**src/rtl/uart_tx_pkg.sv**
```systemverilog
// Shared types and helpers for the 16550-style UART transmitter.
package uart_tx_pkg;

    typedef enum logic [2:0] {
        IDLE,
        START,
        DATA,
        PARITY,
        STOP
    } tx_state_t;

    localparam int OVERSAMPLE_DEFAULT = 16;

    localparam logic [1:0] WLS_5 = 2'b00;
    localparam logic [1:0] WLS_6 = 2'b01;
    localparam logic [1:0] WLS_7 = 2'b10;
    localparam logic [1:0] WLS_8 = 2'b11;

    // 1.5 stop bits exist only for 5-bit words; other lengths use 2 stop bits.
    function automatic int stop_ticks(input logic stb, input logic [1:0] wls, input int oversample);
        if (!stb)
            return oversample;
        else if (wls == WLS_5)
            return (oversample * 3) / 2;
        else
            return oversample * 2;
    endfunction

endpackage

```
**src/rtl/uart_tx_parity.sv**
```systemverilog
// Combinational parity for the bits actually sent (wls+5 LSBs), honouring stick parity.
module uart_tx_parity
    import uart_tx_pkg::*;
(
    input  logic [7:0] data,
    input  logic [1:0] wls,
    input  logic       sticky,
    input  logic       eps,
    output logic       parity
);

    logic [7:0] mask;
    logic       data_xor;

    always_comb begin
        mask = 8'hFF;
        case (wls)
            WLS_5: mask = 8'h1F;
            WLS_6: mask = 8'h3F;
            WLS_7: mask = 8'h7F;
            WLS_8: mask = 8'hFF;
        endcase
        data_xor = ^(data & mask);
        if (sticky)
            parity = ~eps;
        else if (eps)
            parity = data_xor;
        else
            parity = ~data_xor;
    end

endmodule

```
**src/rtl/uart_tx_top.sv**
```systemverilog
// UART transmit serialiser: start, 5-8 data bits LSB first, optional parity, 1/1.5/2 stops.
// Line break forcing is compiled in only when UART_TX_BREAK_EN is defined.
module uart_tx_top
    import uart_tx_pkg::*;
#(
    parameter int OVERSAMPLE = OVERSAMPLE_DEFAULT
) (
    input  logic       clk,
    input  logic       rst,
    input  logic       baud_pulse,
    input  logic       parity_enable,
    input  logic       tx_hold_reg_empty,
    input  logic       stop_bit,
    input  logic       sticky_parity,
    input  logic       even_parity_select,
    input  logic       set_break,
    input  logic [7:0] din,
    input  logic [1:0] wls,
    output logic       pop,
    output logic       sreg_empty,
    output logic       tx
);

    localparam int CNT_W = $clog2(2 * OVERSAMPLE);
    localparam logic [CNT_W-1:0] BIT_LAST = CNT_W'(OVERSAMPLE - 1);

    tx_state_t        state;
    logic [CNT_W-1:0] tick_cnt;
    logic [2:0]       bit_cnt;
    logic [7:0]       sh_data;
    logic [1:0]       sh_wls;
    logic             sh_pen;
    logic             sh_stb;
    logic             sh_sticky;
    logic             sh_eps;
    logic             tx_reg;
    logic             parity_bit;
    logic [2:0]       last_bit;
    logic [CNT_W-1:0] stop_last;

    assign last_bit  = {1'b0, sh_wls} + 3'd4;
    assign stop_last = CNT_W'(stop_ticks(sh_stb, sh_wls, OVERSAMPLE) - 1);

    uart_tx_parity u_parity (
        .data   (sh_data),
        .wls    (sh_wls),
        .sticky (sh_sticky),
        .eps    (sh_eps),
        .parity (parity_bit)
    );

    // Frame sequencer; line config is shadowed at load so later LCR writes cannot corrupt a frame.
    always_ff @(posedge clk) begin
        if (!rst) begin
            state      <= IDLE;
            tick_cnt   <= '0;
            bit_cnt    <= '0;
            tx_reg     <= 1'b1;
            pop        <= 1'b0;
            sreg_empty <= 1'b1;
            sh_data    <= '0;
            sh_wls     <= '0;
            sh_pen     <= 1'b0;
            sh_stb     <= 1'b0;
            sh_sticky  <= 1'b0;
            sh_eps     <= 1'b0;
        end else begin
            pop <= 1'b0;
            if (baud_pulse) begin
                case (state)
                    IDLE: begin
                        tx_reg     <= 1'b1;
                        sreg_empty <= 1'b1;
                        if (!tx_hold_reg_empty) begin
                            sh_data    <= din;
                            sh_wls     <= wls;
                            sh_pen     <= parity_enable;
                            sh_stb     <= stop_bit;
                            sh_sticky  <= sticky_parity;
                            sh_eps     <= even_parity_select;
                            pop        <= 1'b1;
                            sreg_empty <= 1'b0;
                            tx_reg     <= 1'b0;
                            tick_cnt   <= '0;
                            bit_cnt    <= '0;
                            state      <= START;
                        end
                    end
                    START: begin
                        if (tick_cnt == BIT_LAST) begin
                            tick_cnt <= '0;
                            tx_reg   <= sh_data[0];
                            state    <= DATA;
                        end else begin
                            tick_cnt <= tick_cnt + 1'b1;
                        end
                    end
                    DATA: begin
                        if (tick_cnt == BIT_LAST) begin
                            tick_cnt <= '0;
                            if (bit_cnt == last_bit) begin
                                if (sh_pen) begin
                                    tx_reg <= parity_bit;
                                    state  <= PARITY;
                                end else begin
                                    tx_reg <= 1'b1;
                                    state  <= STOP;
                                end
                            end else begin
                                bit_cnt <= bit_cnt + 3'd1;
                                tx_reg  <= sh_data[bit_cnt + 3'd1];
                            end
                        end else begin
                            tick_cnt <= tick_cnt + 1'b1;
                        end
                    end
                    PARITY: begin
                        if (tick_cnt == BIT_LAST) begin
                            tick_cnt <= '0;
                            tx_reg   <= 1'b1;
                            state    <= STOP;
                        end else begin
                            tick_cnt <= tick_cnt + 1'b1;
                        end
                    end
                    STOP: begin
                        if (tick_cnt == stop_last) begin
                            tick_cnt   <= '0;
                            sreg_empty <= 1'b1;
                            state      <= IDLE;
                        end else begin
                            tick_cnt <= tick_cnt + 1'b1;
                        end
                    end
                    default: state <= IDLE;
                endcase
            end
        end
    end

`ifdef UART_TX_BREAK_EN
    assign tx = tx_reg & ~set_break;
`else
    logic unused_set_break;
    assign unused_set_break = set_break;
    assign tx = tx_reg;
`endif

endmodule

```
**config.mk**
```make
export PLATFORM = sky130hd
export DESIGN_NAME = uart_tx_top
export DESIGN_NICKNAME = d
export VERILOG_FILES = /design/src/rtl/uart_tx_pkg.sv /design/src/rtl/uart_tx_parity.sv /design/src/rtl/uart_tx_top.sv
export SDC_FILE = /design/constraint.sdc
export NUM_CORES = 1
export LEC_CHECK = 0
export ABC_AREA = 0
export BUFFER_PORTS_ARGS = -buffer_cell sky130_fd_sc_hd__buf_2
export CORE_ASPECT_RATIO = 0.8
export CORE_MARGIN = 1
export CORE_UTILIZATION = 55
export DETAILED_ROUTE_END_ITERATION = 6
export MAX_ROUTING_LAYER = met4
export PLACE_DENSITY = 0.73
export SYNTH_ARGS = -nofsm -noshare
export SYNTH_HDL_FRONTEND = slang
export SYNTH_HIERARCHICAL = 1
export SYNTH_SLANG_ARGS = --single-unit
export TNS_END_PERCENT = 20
```
**constraint.sdc**
```tcl
create_clock -name clk -period 3.9 [get_ports clk]
set_clock_uncertainty 0.1 [all_clocks]
set_input_delay 0.39 -clock clk [delete_from_list [all_inputs] [get_ports clk]]
set_output_delay 0.39 -clock clk [all_outputs]
set_load 0.005 [all_outputs]
```
==> results of run 1 <==
[worst max-delay path: stages, from the launching register on]
cell and delay (ns):
dfxtp_1 0.37, ha_1 0.22, nand3_1 0.12, inv_1 0.09, ha_1 0.25, nor2_1 0.09
o31ai_2 0.41, o211ai_1 0.29, mux2i_1 0.18
[through the flow]
| stage | util (%) | hold WS (ns) |
|---|---|---|
| 6_report | 64.7 | 0.258 |
| 5_1_grt | 64.7 | 0.247 |
| 4_1_cts | 64.7 | 0.251 |
| 3_5_place_dp | 63.2 | 0.377 |
| 3_3_place_gp | 63.2 | 0.363 |
| 2_1_floorplan | - | 0.339 |
[worst max-delay path by stage]
stage	end	depth (start not counted)
2_1_floorplan	tx$_SDFFE_PN1P_	9
3_3_place_gp	state[0]$_SDFFE_PN0P_	8
3_5_place_dp	state[2]$_SDFFE_PN0P_	8
4_1_cts	state[2]$_SDFFE_PN0P_	8
5_1_grt	state[2]$_SDFFE_PN0P_	8
6_report	state[2]$_SDFFE_PN0P_	8
[placed cells by master (no fill, tap or decap), types with 4 or more instances in the layout]
| cell type | instances |
|---|---|
| xor2_1 | 4 |
| nand3b_1 | 4 |
| nand2_1 | 42 |
| inv_1 | 7 |
| ha_1 | 4 |
| nand3_1 | 6 |
| o21ai_0 | 13 |
| mux2i_1 | 5 |
| xnor2_1 | 5 |
| buf_2 | 20 |
| a21boi_0 | 14 |
| dfxtp_1 | 28 |
| nor2_1 | 9 |
[layout make-up]
type,instances,area share (%)
Multi-Input combinational cell,157,57.6
Inverter,7,1.44
Timing Repair Buffer,20,5.47
Tap cell,38,2.60
Sequential cell,28,30.6
Clock buffer,3,2.26
[per-layer routing]
layer | vias up | track usage (%) | wire length, um
met3 | 9 | 4.61 | 226
met4 | 0 | 9.09 | 69
met5 | - | - | 0
met1 | 675 | 33.2 | 1770
met2 | 44 | 38.1 | 1520
li1 | 739 | - | -
[kinds of logic (layout without fill, tap and decap cells)]
group / after synthesis / after routing
AND/OR/NAND/NOR: 84 / 84
AO/OA/AOI/OAI: 50 / 50
flip-flops: 28 / 28
buffers and inverters: 17 / 30
XOR/XNOR: 11 / 11
multiplexers: 8 / 8
adder cells (fa/ha/maj): 4 / 4
[where the power goes]
part	leakage, nW	total, mW	internal (mW)	switching (mW)
registers	0.228	0.330	0.305	0.0250
logic	0.456	0.142	0.0659	0.0765
clock network	0.0216	0.154	0.0693	0.0848
==> qor_table.md, run 1 <==
| Quantity | Reported | Unit |
|:---|:---|:---|
| Post-Place Cells | 250 | - |
| Primary FF master, synth | dfxtp_1 | - |
| Final non-filler cell area | 1830 | sq um |
| Row Count | 17 | - |
| Final weighted congestion of routability-driven global placement | 0.836 | - |
| Worst-case clock buffer depth | 2 | - |
| Top-Level Pins | 22 | - |
| Post-synthesis register bit count | 28 | - |
| Status | finished clean | - |
| Fill cell count | 255 | - |
| Total Neg Setup Slack | 0 | ns |
| Slew Limit Headroom | 51.6 | % |
| Synthesized instance count | 202 | - |
| Number of buffers inserted by hold repair at cts | 0 | - |
| Fraction of synthesized cell area in xor and xnor cells | 6.96 | % |
| Crit path setup slack, layout | 1.66 | ns |
| DR vias/cell | 5.80 | - |
| Worst path arrival time | 2.29 | ns |
| First-pass detailed-route iteration total | 4 | - |
| Minimum setup slack among reg-to-reg paths | 1.66 | ns |
| Final total power | 0.626 | mW |
| Detailed-placement wirelength estimate | 2.58 | mm |
| Synthesized-area fraction occupied by ao, oa, aoi and oai cells | 21.5 | % |
| P per Cell Area | 342 | nW/um^2 |
| TritonCTS clock tree | yes | - |
| Pin count of the biggest net entering global routing | 35 | - |
| Hold Violations, Final | 0 | - |
| Count of pins over their slew limit | 0 | - |
| Worst-Skew Late Latency | 0.27 | ns |
| Maximum clock frequency | 446 | MHz |
| Post-CTS setup buffer count | 0 | - |
| Initial standard-cell utilization of the core | 59.8 | % |
| Number of clock sinks seen by CTS | 28 | - |
| Final setup violation count | 0 | - |
| Sequential cell area | 561 | sq um |
| Number of antenna violations at the first check in global routing | 0 | - |
| Worst r2r src | tick_cnt[0]$_SDFFE_PN0P_ | - |
| Measured slew at the worst slew-check pin | 0.715 | ns |
| Post-synth design cell area | 1690 | sq um |
| Most repeated cell in the gate-level netlist after synthesis | nand2_1 | - |
| Resize count post-CTS | 0 | - |
| Residual overflow from global routing | 0 | - |
| Source of the worst hold timing path | din[3] | - |
| Fraction of layout cells with a size suffix above 1 | 16.7 | % |
| Number of cells traversed by the worst hold path | 3 | - |
| Critical Path Start | tick_cnt[0]$_SDFFE_PN0P_ | - |
| Cell types with the largest area share after synthesis | dfxtp_1 (33%), nand2_1 (9.3%), a21boi_0 (6.2%), o21ai_0 (3.8%), ha_1 (3.0%) | - |
| Type of the tightest min-delay check | input port to flop | - |
| Distinct cell type count after synthesis | 50 | - |
| H-tree levels | 1 | - |
| Static Leakage | 0.706 | nW |
| Path depth of the worst reg2reg path | 8 | - |
| Vias in the first global route | 1350 | - |
| Count of flip-flops with a built-in enable after synthesis | 0 | - |
| Largest register by flop count | sh_data | - |
| Yosys top cell by area | dfxtp_1 | - |
| Via count | 1467 | - |
| Fraction of post-synthesis cell area in the top cell type by area | 33.2 | % |
| Average wire per standard cell | 14.2 | um |
| MaxCap Viol Count | 0 | - |
| Antenna diode count | 0 | - |
| Worst Path Required | 3.95 | ns |
| Clock slew at reported path FFs | 0.09 | ns |
| Post-synthesis to final-layout area growth | 8.29 | % |
| Post-synthesis average cell area | 8.37 | sq um |
| Final critical delay including setup and external delays | 2.24 | ns |
| Top post-synthesis cells by count | nand2_1 (42), dfxtp_1 (28), a21boi_0 (14), o21ai_0 (13), nor2_1 (9) | - |
| Min-Delay Endpoint | sh_data[3]$_SDFFE_PN0P_ | - |
| Die Outline Area | 3300 | sq um |
| Core Box Area | 2830 | sq um |
| Global-route wire length before repair | 6.13 | mm |
| Worst vdd ir | 0.000230 | V |
| Count of nets after finishing | 240 | - |
| Share of flip-flops with an asynchronous set or reset | 0 | % |
| Proportion of synthesized chip area in sequential cells | 33.2 | % |
| Global-route usage over all layers | 25.0 | % |
| Unrepaired setup endpoints after global routing | false | - |
| Type of element launching the critical path | flop | - |
| Dominant combinational cell family by area after synthesis | simple AND/OR/NAND/NOR gates | - |
| Iteration-0 DRC count of the detailed router | 84 | - |
| Net Count, Synth | 225 | - |
| Final instance count without filler cells | 253 | - |
| Crit share post-route | 57.4 | % |
| Area of the multi-input gates | 1050 | sq um |
| Multiplexer share of the synthesized area | 6.29 | % |
| Buffer type at the clock tree root | clkbuf_8 | - |
| Setup Crit Path Kind | flop to flop | - |
| Clock buffer count from CTS | 3 | - |
| Kind of end point of the critical path | flop | - |
| Worst slack at placement | 1.70 | ns |
| Detailed-route wire length | 3.59 | mm |
| Number of flip-flops under the largest register name | 8 | - |
| Residual DRC | 0 | - |
| Placed inst area | 1790 | sq um |
| Die W | 64.0 | um |
| Area share of and/or/nand/nor cells after synthesis | 24.7 | % |
| Top fanout value on the critical path | 6 | - |
| Remaining antenna violation count after routing | 0 | - |
| Warnings from Yosys | 6 | - |
| Chip height | 51.6 | um |
| Port Buffer Count | 20 | - |
| Reg-to-reg critical path endpoint | state[2]$_SDFFE_PN0P_ | - |
| Synthesized-area fraction occupied by adder cells | 2.96 | % |
| Biggest regs | sh_data x8, tick_cnt x5 | - |
Note: power is estimated with default switching activity, not from simulation.
==> run 2: changes to the inputs <==
--- a/config.mk
+++ b/config.mk
@@ -9,10 +9,10 @@
 export BUFFER_PORTS_ARGS = -buffer_cell sky130_fd_sc_hd__buf_2
 export CORE_ASPECT_RATIO = 0.8
 export CORE_MARGIN = 1
-export CORE_UTILIZATION = 55
+export CORE_UTILIZATION = 51
 export DETAILED_ROUTE_END_ITERATION = 6
 export MAX_ROUTING_LAYER = met4
-export PLACE_DENSITY = 0.73
+export PLACE_DENSITY = 0.72
 export SYNTH_ARGS = -nofsm -noshare
 export SYNTH_HDL_FRONTEND = slang
 export SYNTH_HIERARCHICAL = 1
==> constraint.sdc (replaced) <==
create_clock -name clk -period 2 [get_ports clk]
set_clock_uncertainty 0.1 [all_clocks]
set_input_delay 0.2 -clock clk [delete_from_list [all_inputs] [get_ports clk]]
set_output_delay 0.2 -clock clk [all_outputs]
set_load 0.005 [all_outputs]
==> run 2 against run 1 <==
Against the previous run:
- the flow now finishes with violations (negative setup slack)
- core utilization decreased by 1.2 points
- combinational power increased by 130%
- flip-flop and latch count unchanged
- final cell count rose by 7.9%
- critical endpoint is now tx$_SDFFE_PN1P_
- largest cell class unchanged
==> qor_table.md, run 2 (synthesized netlist as in run 1, its figures left out) <==
| Quantity | Reported | Unit | Delta |
|:---|:---|:---|:---|
| Final standard cell utilization of the core | 63.5 | % | -1.2 points |
| Maximum cell stage delay along the critical path | 0.42 | ns | about the same |
| Antenna diode count | 0 | - | unchanged |
| Sequential Power Share | 50.3 | % | -2.3 points |
| Residual overflow from global routing | 0 | - | unchanged |
| Worst slack at placement | -0.0817 | ns | -1.78 ns |
| Detailed-route wire length | 3.76 | mm | +4.9% |
| Worst-Skew Late Latency | 0.27 | ns | about the same |
| Clock network fraction of design power | 23.9 | % | -0.7 points |
| Number of buffers inserted by hold repair at cts | 0 | - | unchanged |
| Global-route wire length before repair | 6.24 | mm | +1.8% |
| Remaining antenna violation count after routing | 0 | - | unchanged |
| Top fanout value on the critical path | 3 | - | -3 |
| Final instance count without filler cells | 273 | - | +7.9% |
| Crit share post-route | 105 | % | +47 points |
| Worst Path Required | 2.11 | ns | -1.84 ns |
| Detailed-placement wirelength estimate | 2.78 | mm | +7.8% |
| Combinational power share | 25.7 | % | +3.0 points |
| P per Cell Area | 640 | nW/um^2 | +87% |
| Buffer type at the clock tree root | clkbuf_8 | - |  |
| Global-route usage over all layers | 24.2 | % | -0.78 points |
| Die Outline Area | 3550 | sq um | +7.6% |
| Setup Crit Path Kind | flop to flop | - |  |
| Top-Level Pins | 22 | - | unchanged |
| Unrepaired setup endpoints after global routing | true | - |  |
| Path depth of the worst reg2reg path | 9 | - | +1 |
| Final weighted congestion of routability-driven global placement | 0.868 | - | +3.8% |
| Post-synthesis to final-layout area growth | 17.5 | % |  |
| Commonest cells after routing, fill and taps aside | nand2_1 (42), dfxtp_1 (26), buf_2 (20) | - |  |
| Chip height | 53.5 | um | +3.7% |
| Clock buffer count from CTS | 3 | - | unchanged |
| Critical path cell sequence | xnor3_1, xnor2_2, a31oi_1, or3b_4, xor2_2, inv_1, a21oi_2, nor3_1, a21oi_1 | - |  |
| Type of the tightest min-delay check | input port to flop | - |  |
| Final non-filler cell area | 1990 | sq um | +8.5% |
| Commonest non-fill, non-tap cell in the layout | nand2_1 | - |  |
| Violations in the final reports | negative setup slack | - |  |
| Core Box Area | 3130 | sq um | +11% |
| Type of element launching the critical path | flop | - |  |
| Kind of end point of the critical path | flop | - |  |
| Fraction of layout cells with a size suffix above 1 | 25.8 | % | +9.0 points |
| Post-Place Cells | 270 | - | +8.0% |
| Sequential cell area | 563 | sq um | +0.45% |
| Average wire per standard cell | 13.8 | um | -2.8% |
| Count of nets after finishing | 258 | - | +7.5% |
| Worst vdd ir | 0.000406 | V | +77% |
| Final total power | 1.27 | mW | +100% |
| Hold Slack | 0.0582 | ns | -0.200 ns |
| First-pass detailed-route iteration total | 4 | - | unchanged |
| TritonCTS clock tree | yes | - |  |
| Final critical delay including setup and external delays | 2.09 | ns | -0.147 ns |
| Vias in the first global route | 1391 | - | +3.0% |
| Crit path setup slack, layout | -0.0930 | ns | -1.75 ns |
| Total Neg Setup Slack | -0.0930 | ns | -0.0930 ns |
| Port Buffer Count | 20 | - | unchanged |
| Placed inst area | 1930 | sq um | +7.7% |
| Worst-case clock buffer depth | 2 | - | unchanged |
| Initial standard-cell utilization of the core | 54.0 | % | -5.8 points |
| Count of pins over their slew limit | 0 | - | unchanged |
| Measured slew at the worst slew-check pin | 0.744 | ns | +0.0294 ns |
| Fill cell count | 268 | - | +5.1% |
| Worst path arrival time | 2.20 | ns | -0.09 ns |
| Number of cells traversed by the worst hold path | 3 | - | unchanged |
| H-tree levels | 1 | - | unchanged |
| Critical-path top delay cell | xnor3_1 | - |  |
| Row Count | 18 | - | +1 |
| Area of the multi-input gates | 1070 | sq um | +1.5% |
| Die W | 66.4 | um | +3.7% |
| Number of antenna violations at the first check in global routing | 0 | - | unchanged |
| Static Leakage | 0.800 | nW | +13% |
| Iteration-0 DRC count of the detailed router | 103 | - | +23% |
| Pint | 0.893 | mW | +100% |
| Residual DRC | 0 | - | unchanged |
| Final setup violation count | 1 | - | +1 |
| Clock slew at reported path FFs | 0.09 | ns | about the same |
| Hold Violations, Final | 0 | - | unchanged |
| Maximum clock frequency | 478 | MHz | +7.0% |
| MaxCap Viol Count | 0 | - | unchanged |
| Via count | 1511 | - | +3.0% |
| Switching power | 0.379 | mW | +100% |
| Number of flip-flops under the largest register name | 8 | - | unchanged |
| Slew Limit Headroom | 49.6 | % | -2.0 points |
| Proportion of total power due to net switching | 29.8 | % | +0.030 points |
| Biggest regs | sh_data x8, tick_cnt x5 | - |  |
| Status | finished, violations left | - |  |
| Pin count of the biggest net entering global routing | 24 | - | -31% |
| Number of clock sinks seen by CTS | 28 | - | unchanged |
| Largest register by flop count | sh_data | - |  |
| DR vias/cell | 5.53 | - | -4.5% |
-- run 2: cell count changes in the layout (fill, tap and decap cells not counted), sizes merged --
cell  change
buf      +18
-- run 2: timing repair --
item / 4_1_cts / 5_1_grt
pin swaps: 0 / 3
cloned: 0 / 0
endpoints found under the setup margin: 2 / 8
resized for setup: 2 / 5
setup buffers: 0 / 0
-- run 2: worst max-delay path, delay by kind of cell, from the launching register on --
kind | cells | cell delay [ns]
DFF | 1 | 0.35
AOI/OAI and AO/OA | 3 | 0.32
buffers and inverters | 1 | 0.07
and+or+nand+nor | 2 | 0.44
xor gates and xnor gates | 3 | 0.74
-- run 2: power groups by stage --
stage / Sequential (mW) / Clock (mW) / Combinational (mW)
final: 0.640 / 0.304 / 0.327
after global routing: 0.645 / 0.337 / 0.361
after CTS: 0.638 / 0.314 / 0.314
after detailed placement: 0.650 / 0 / 0.311
after global placement: 0.647 / 0 / 0.301
after floorplan: 0.634 / 0 / 0.220
-- run 2: area by class of cell --
class / instances / share of cell area (%)
inverter: 7 / 1.32
multi-input combinational: 157 / 53.9
sequential: 28 / 28.3
tap: 40 / 2.52
clock buffer: 3 / 2.08
timing repair buffer: 38 / 11.8
-- run 2: path summary, 6_finish.rpt --
kind                      startpoint                 endpoint  slack, ns
max reg2reg  sh_data[1]$_SDFFE_PN0P_          tx$_SDFFE_PN1P_      -0.09
min reg2reg  sh_data[1]$_SDFFE_PN0P_  sh_data[1]$_SDFFE_PN0P_       0.38
min                           din[1]  sh_data[1]$_SDFFE_PN0P_       0.06
max          sh_data[1]$_SDFFE_PN0P_          tx$_SDFFE_PN1P_      -0.09
-- run 2: metal layers --
layer	part of all wire [%]	track usage, %	vias to the layer above
li1	-	-	773
met1	52	32.1	693
met2	44	38.8	41
met3	4.0	4.53	4
met4	0.72	4.61	0
met5	0	-	-
==> run 3: changes to the inputs <==
--- a/config.mk
+++ b/config.mk
@@ -6,13 +6,13 @@
 export NUM_CORES = 1
 export LEC_CHECK = 0
 export ABC_AREA = 0
-export BUFFER_PORTS_ARGS = -buffer_cell sky130_fd_sc_hd__buf_2
 export CORE_ASPECT_RATIO = 0.8
 export CORE_MARGIN = 1
-export CORE_UTILIZATION = 51
+export CORE_UTILIZATION = 55
 export DETAILED_ROUTE_END_ITERATION = 6
+export DONT_BUFFER_PORTS = 1
 export MAX_ROUTING_LAYER = met4
-export PLACE_DENSITY = 0.72
+export PLACE_DENSITY = 0.7
 export SYNTH_ARGS = -nofsm -noshare
 export SYNTH_HDL_FRONTEND = slang
 export SYNTH_HIERARCHICAL = 1
==> constraint.sdc (replaced) <==
create_clock -name clk -period 2 [get_ports clk]
set_clock_uncertainty 0.1 [all_clocks]
set_input_delay 0.1 -clock clk [delete_from_list [all_inputs] [get_ports clk]]
set_output_delay 0.1 -clock clk [all_outputs]
set_load 0.005 [all_outputs]
==> run 3 against run 2 <==
Against the previous run:
- the flow still finishes with violations (negative setup slack)
- first-iteration DRC count shrank 32%
- via count is essentially flat
- register-to-register slack better by 0.03 ns
- clock power increased by 50%
- power is 11% higher
- flip-flop and latch count is the same
- sequential power up 0.6%
- sequential share of layout area shrank 0.75 points
- non-clock buffer count shrank 7
- design area up 3.0%
- global-route usage grew 2.8 points
- highest routed layer unchanged
==> qor_table.md, run 3 (synthesized netlist as in run 1, its figures left out) <==
| Quantity | Reported | Unit | Delta |
|:---|:---|:---|:---|
| Status | finished, violations left | - |  |
| Violations in the final reports | negative setup slack | - |  |
| Count of pins over their slew limit | 0 | - | unchanged |
| Fraction of layout cells with a size suffix above 1 | 16.7 | % | -9.0 points |
| Final non-filler cell area | 2050 | sq um | +3.0% |
| Count of nets after finishing | 251 | - | -2.7% |
| Clock buffer count from CTS | 3 | - | unchanged |
| Pin count of the biggest net entering global routing | 33 | - | +38% |
| Detailed-route wire length | 4.00 | mm | +6.3% |
| Clock slew at reported path FFs | 0.10 | ns | about the same |
| Post-Place Cells | 244 | - | -9.6% |
| Iteration-0 DRC count of the detailed router | 70 | - | -32% |
| Top-Level Pins | 22 | - | unchanged |
| First-pass detailed-route iteration total | 4 | - | unchanged |
| Worst-case clock buffer depth | 2 | - | unchanged |
| Crit share post-route | 103 | % | -1.4 points |
| Final critical delay including setup and external delays | 2.07 | ns | -0.0280 ns |
| TritonCTS clock tree | yes | - |  |
| P per Cell Area | 691 | nW/um^2 | +8.0% |
| Commonest cells after routing, fill and taps aside | nand2_1 (42), dfxtp_1 (25), dlygate4sd3_1 (16) | - |  |
| Final weighted congestion of routability-driven global placement | 0.852 | - | -1.8% |
| Remaining antenna violation count after routing | 0 | - | unchanged |
| Worst vdd ir | 0.000401 | V | -1.2% |
| Port Buffer Count | 0 | - | -100% |
| Top fanout value on the critical path | 2 | - | -1 |
| Kind of end point of the critical path | flop | - |  |
| Initial standard-cell utilization of the core | 59.8 | % | +5.8 points |
| Final total power | 1.41 | mW | +11% |
| Maximum clock frequency | 484 | MHz | +1.4% |
| Chip height | 51.6 | um | -3.6% |
| Die Outline Area | 3300 | sq um | -7.0% |
| Switching power | 0.391 | mW | +3.2% |
| Crit path setup slack, layout | -0.0650 | ns | +0.0280 ns |
| Hold Violations, Final | 0 | - | unchanged |
| Sequential Power Share | 45.6 | % | -4.7 points |
| Detailed-placement wirelength estimate | 2.73 | mm | -2.0% |
| Total Neg Setup Slack | -0.0650 | ns | +0.0280 ns |
| Row Count | 17 | - | -1 |
| Global-route usage over all layers | 26.9 | % | +2.8 points |
| Setup Crit Path Kind | flop to flop | - |  |
| Unrepaired setup endpoints after global routing | true | - |  |
| Average wire per standard cell | 15.1 | um | +9.5% |
| Worst path arrival time | 2.14 | ns | -0.06 ns |
| Number of flip-flops under the largest register name | 8 | - | unchanged |
| Antenna diode count | 0 | - | unchanged |
| Largest register by flop count | sh_data | - |  |
| MaxCap Viol Count | 0 | - | unchanged |
| Post-synthesis to final-layout area growth | 21.0 | % |  |
| Core Box Area | 2830 | sq um | -9.6% |
| Type of element launching the critical path | flop | - |  |
| Residual overflow from global routing | 0 | - | unchanged |
| Global-route wire length before repair | 6.57 | mm | +5.3% |
| Proportion of total power due to net switching | 27.6 | % | -2.2 points |
| Final instance count without filler cells | 265 | - | -2.9% |
| Worst Path Required | 2.08 | ns | -0.03 ns |
| Vias in the first global route | 1360 | - | -2.2% |
| Commonest non-fill, non-tap cell in the layout | nand2_1 | - |  |
| Pint | 1.02 | mW | +15% |
| Number of antenna violations at the first check in global routing | 0 | - | unchanged |
| Worst-Skew Late Latency | 0.28 | ns | about the same |
| Via count | 1512 | - | +0.066% |
| Die W | 64.0 | um | -3.6% |
| H-tree levels | 1 | - | unchanged |
| Clock network fraction of design power | 32.2 | % | +8.3 points |
| Type of the tightest min-delay check | input port to flop | - |  |
| Final setup violation count | 1 | - | unchanged |
| Biggest regs | sh_data x8, tick_cnt x5 | - |  |
| Static Leakage | 0.789 | nW | -1.3% |
| Measured slew at the worst slew-check pin | 0.968 | ns | +0.224 ns |
| Number of clock sinks seen by CTS | 28 | - | unchanged |
| Slew Limit Headroom | 35.3 | % | -14 points |
| DR vias/cell | 5.71 | - | +3.1% |
| Buffer type at the clock tree root | clkbuf_8 | - |  |
| Placed inst area | 1790 | sq um | -6.9% |
| Residual DRC | 0 | - | unchanged |
| Combinational power share | 22.3 | % | -3.4 points |
==> run 3: cell types whose count changed in the layout (fill, tap and decap cells not counted), sizes merged <==
cell         previous run  this run
buf                    38        15
bufinv                  0         1
dlygate4sd3             0        16
==> run 3: path summary, 6_finish.rpt <==
| path | startpoint | end | slack, ns | cells after the start |
|---|---|---|---|---|
| setup / recovery | sh_data[2]$_SDFFE_PN0P_ | tx$_SDFFE_PN1P_ | -0.07 | 9 |
| hold / removal | baud_pulse | state[0]$_SDFFE_PN0P_ | 0.03 | 2 |
| setup reg to reg | sh_data[2]$_SDFFE_PN0P_ | tx$_SDFFE_PN1P_ | -0.07 | 9 |
| hold reg to reg | sh_data[3]$_SDFFE_PN0P_ | sh_data[3]$_SDFFE_PN0P_ | 0.41 | 2 |
==> run 3: per-stage QoR <==
stage	hold slack, ns	util [%]	worst slack, ns
4_1_cts	0.0421	72.0	-0.0535
3_5_place_dp	0.0905	63.4	-0.0637
2_1_floorplan	0.145	-	0.0514
3_3_place_gp	0.0863	63.4	-0.0238
6_report	0.0293	72.3	-0.0650
5_1_grt	0.0586	72.3	-0.164
==> run 3: power by group through the flow <==
stage | logic [mW] | clock network, mW | registers [mW]
2_1_floorplan | 0.220 | 0 | 0.634
3_3_place_gp | 0.252 | 0 | 0.653
3_5_place_dp | 0.264 | 0 | 0.656
4_1_cts | 0.309 | 0.459 | 0.643
5_1_grt | 0.347 | 0.479 | 0.651
6_report | 0.315 | 0.455 | 0.644
==> run 3: cell type report <==
| type | instances | area, sq um |
|---|---|---|
| Inverter | 7 | 26.3 |
| Fill cell | 221 | 783 |
| Tap cell | 38 | 47.5 |
| Clock inverter | 1 | 30.0 |
| Sequential cell | 28 | 564 |
| Timing Repair Buffer | 31 | 273 |
| Multi-Input combinational cell | 157 | 1060 |
| Clock buffer | 3 | 41.3 |
==> run 3: critical path: stages, from the launching register on <==
cell	delay [ns]
dfxtp_2	0.34
xnor3_1	0.42
xnor2_2	0.17
a31oi_1	0.07
or3b_4	0.38
xor2_1	0.15
inv_1	0.07
a21oi_2	0.04
nor3_1	0.14
a21oi_1	0.08
==> run 3: repair_timing <==
action	in CTS	in global routing
endpoints found under the hold margin	28	0
hold buffers	16	0
endpoints found under the setup margin	2	7
buffers inserted	1	0
resized for setup	3	4
pin swaps	3	4
==> run 3: routing by layer <==
metal  global-route usage, %  part of all wire [%]  vias up
met2                    42.0                    45       43
met4                    6.82                  0.78        0
met1                    35.2                    47      707
met3                    6.80                   6.7        5
li1                        -                     -      757
met5                       -                     0        -
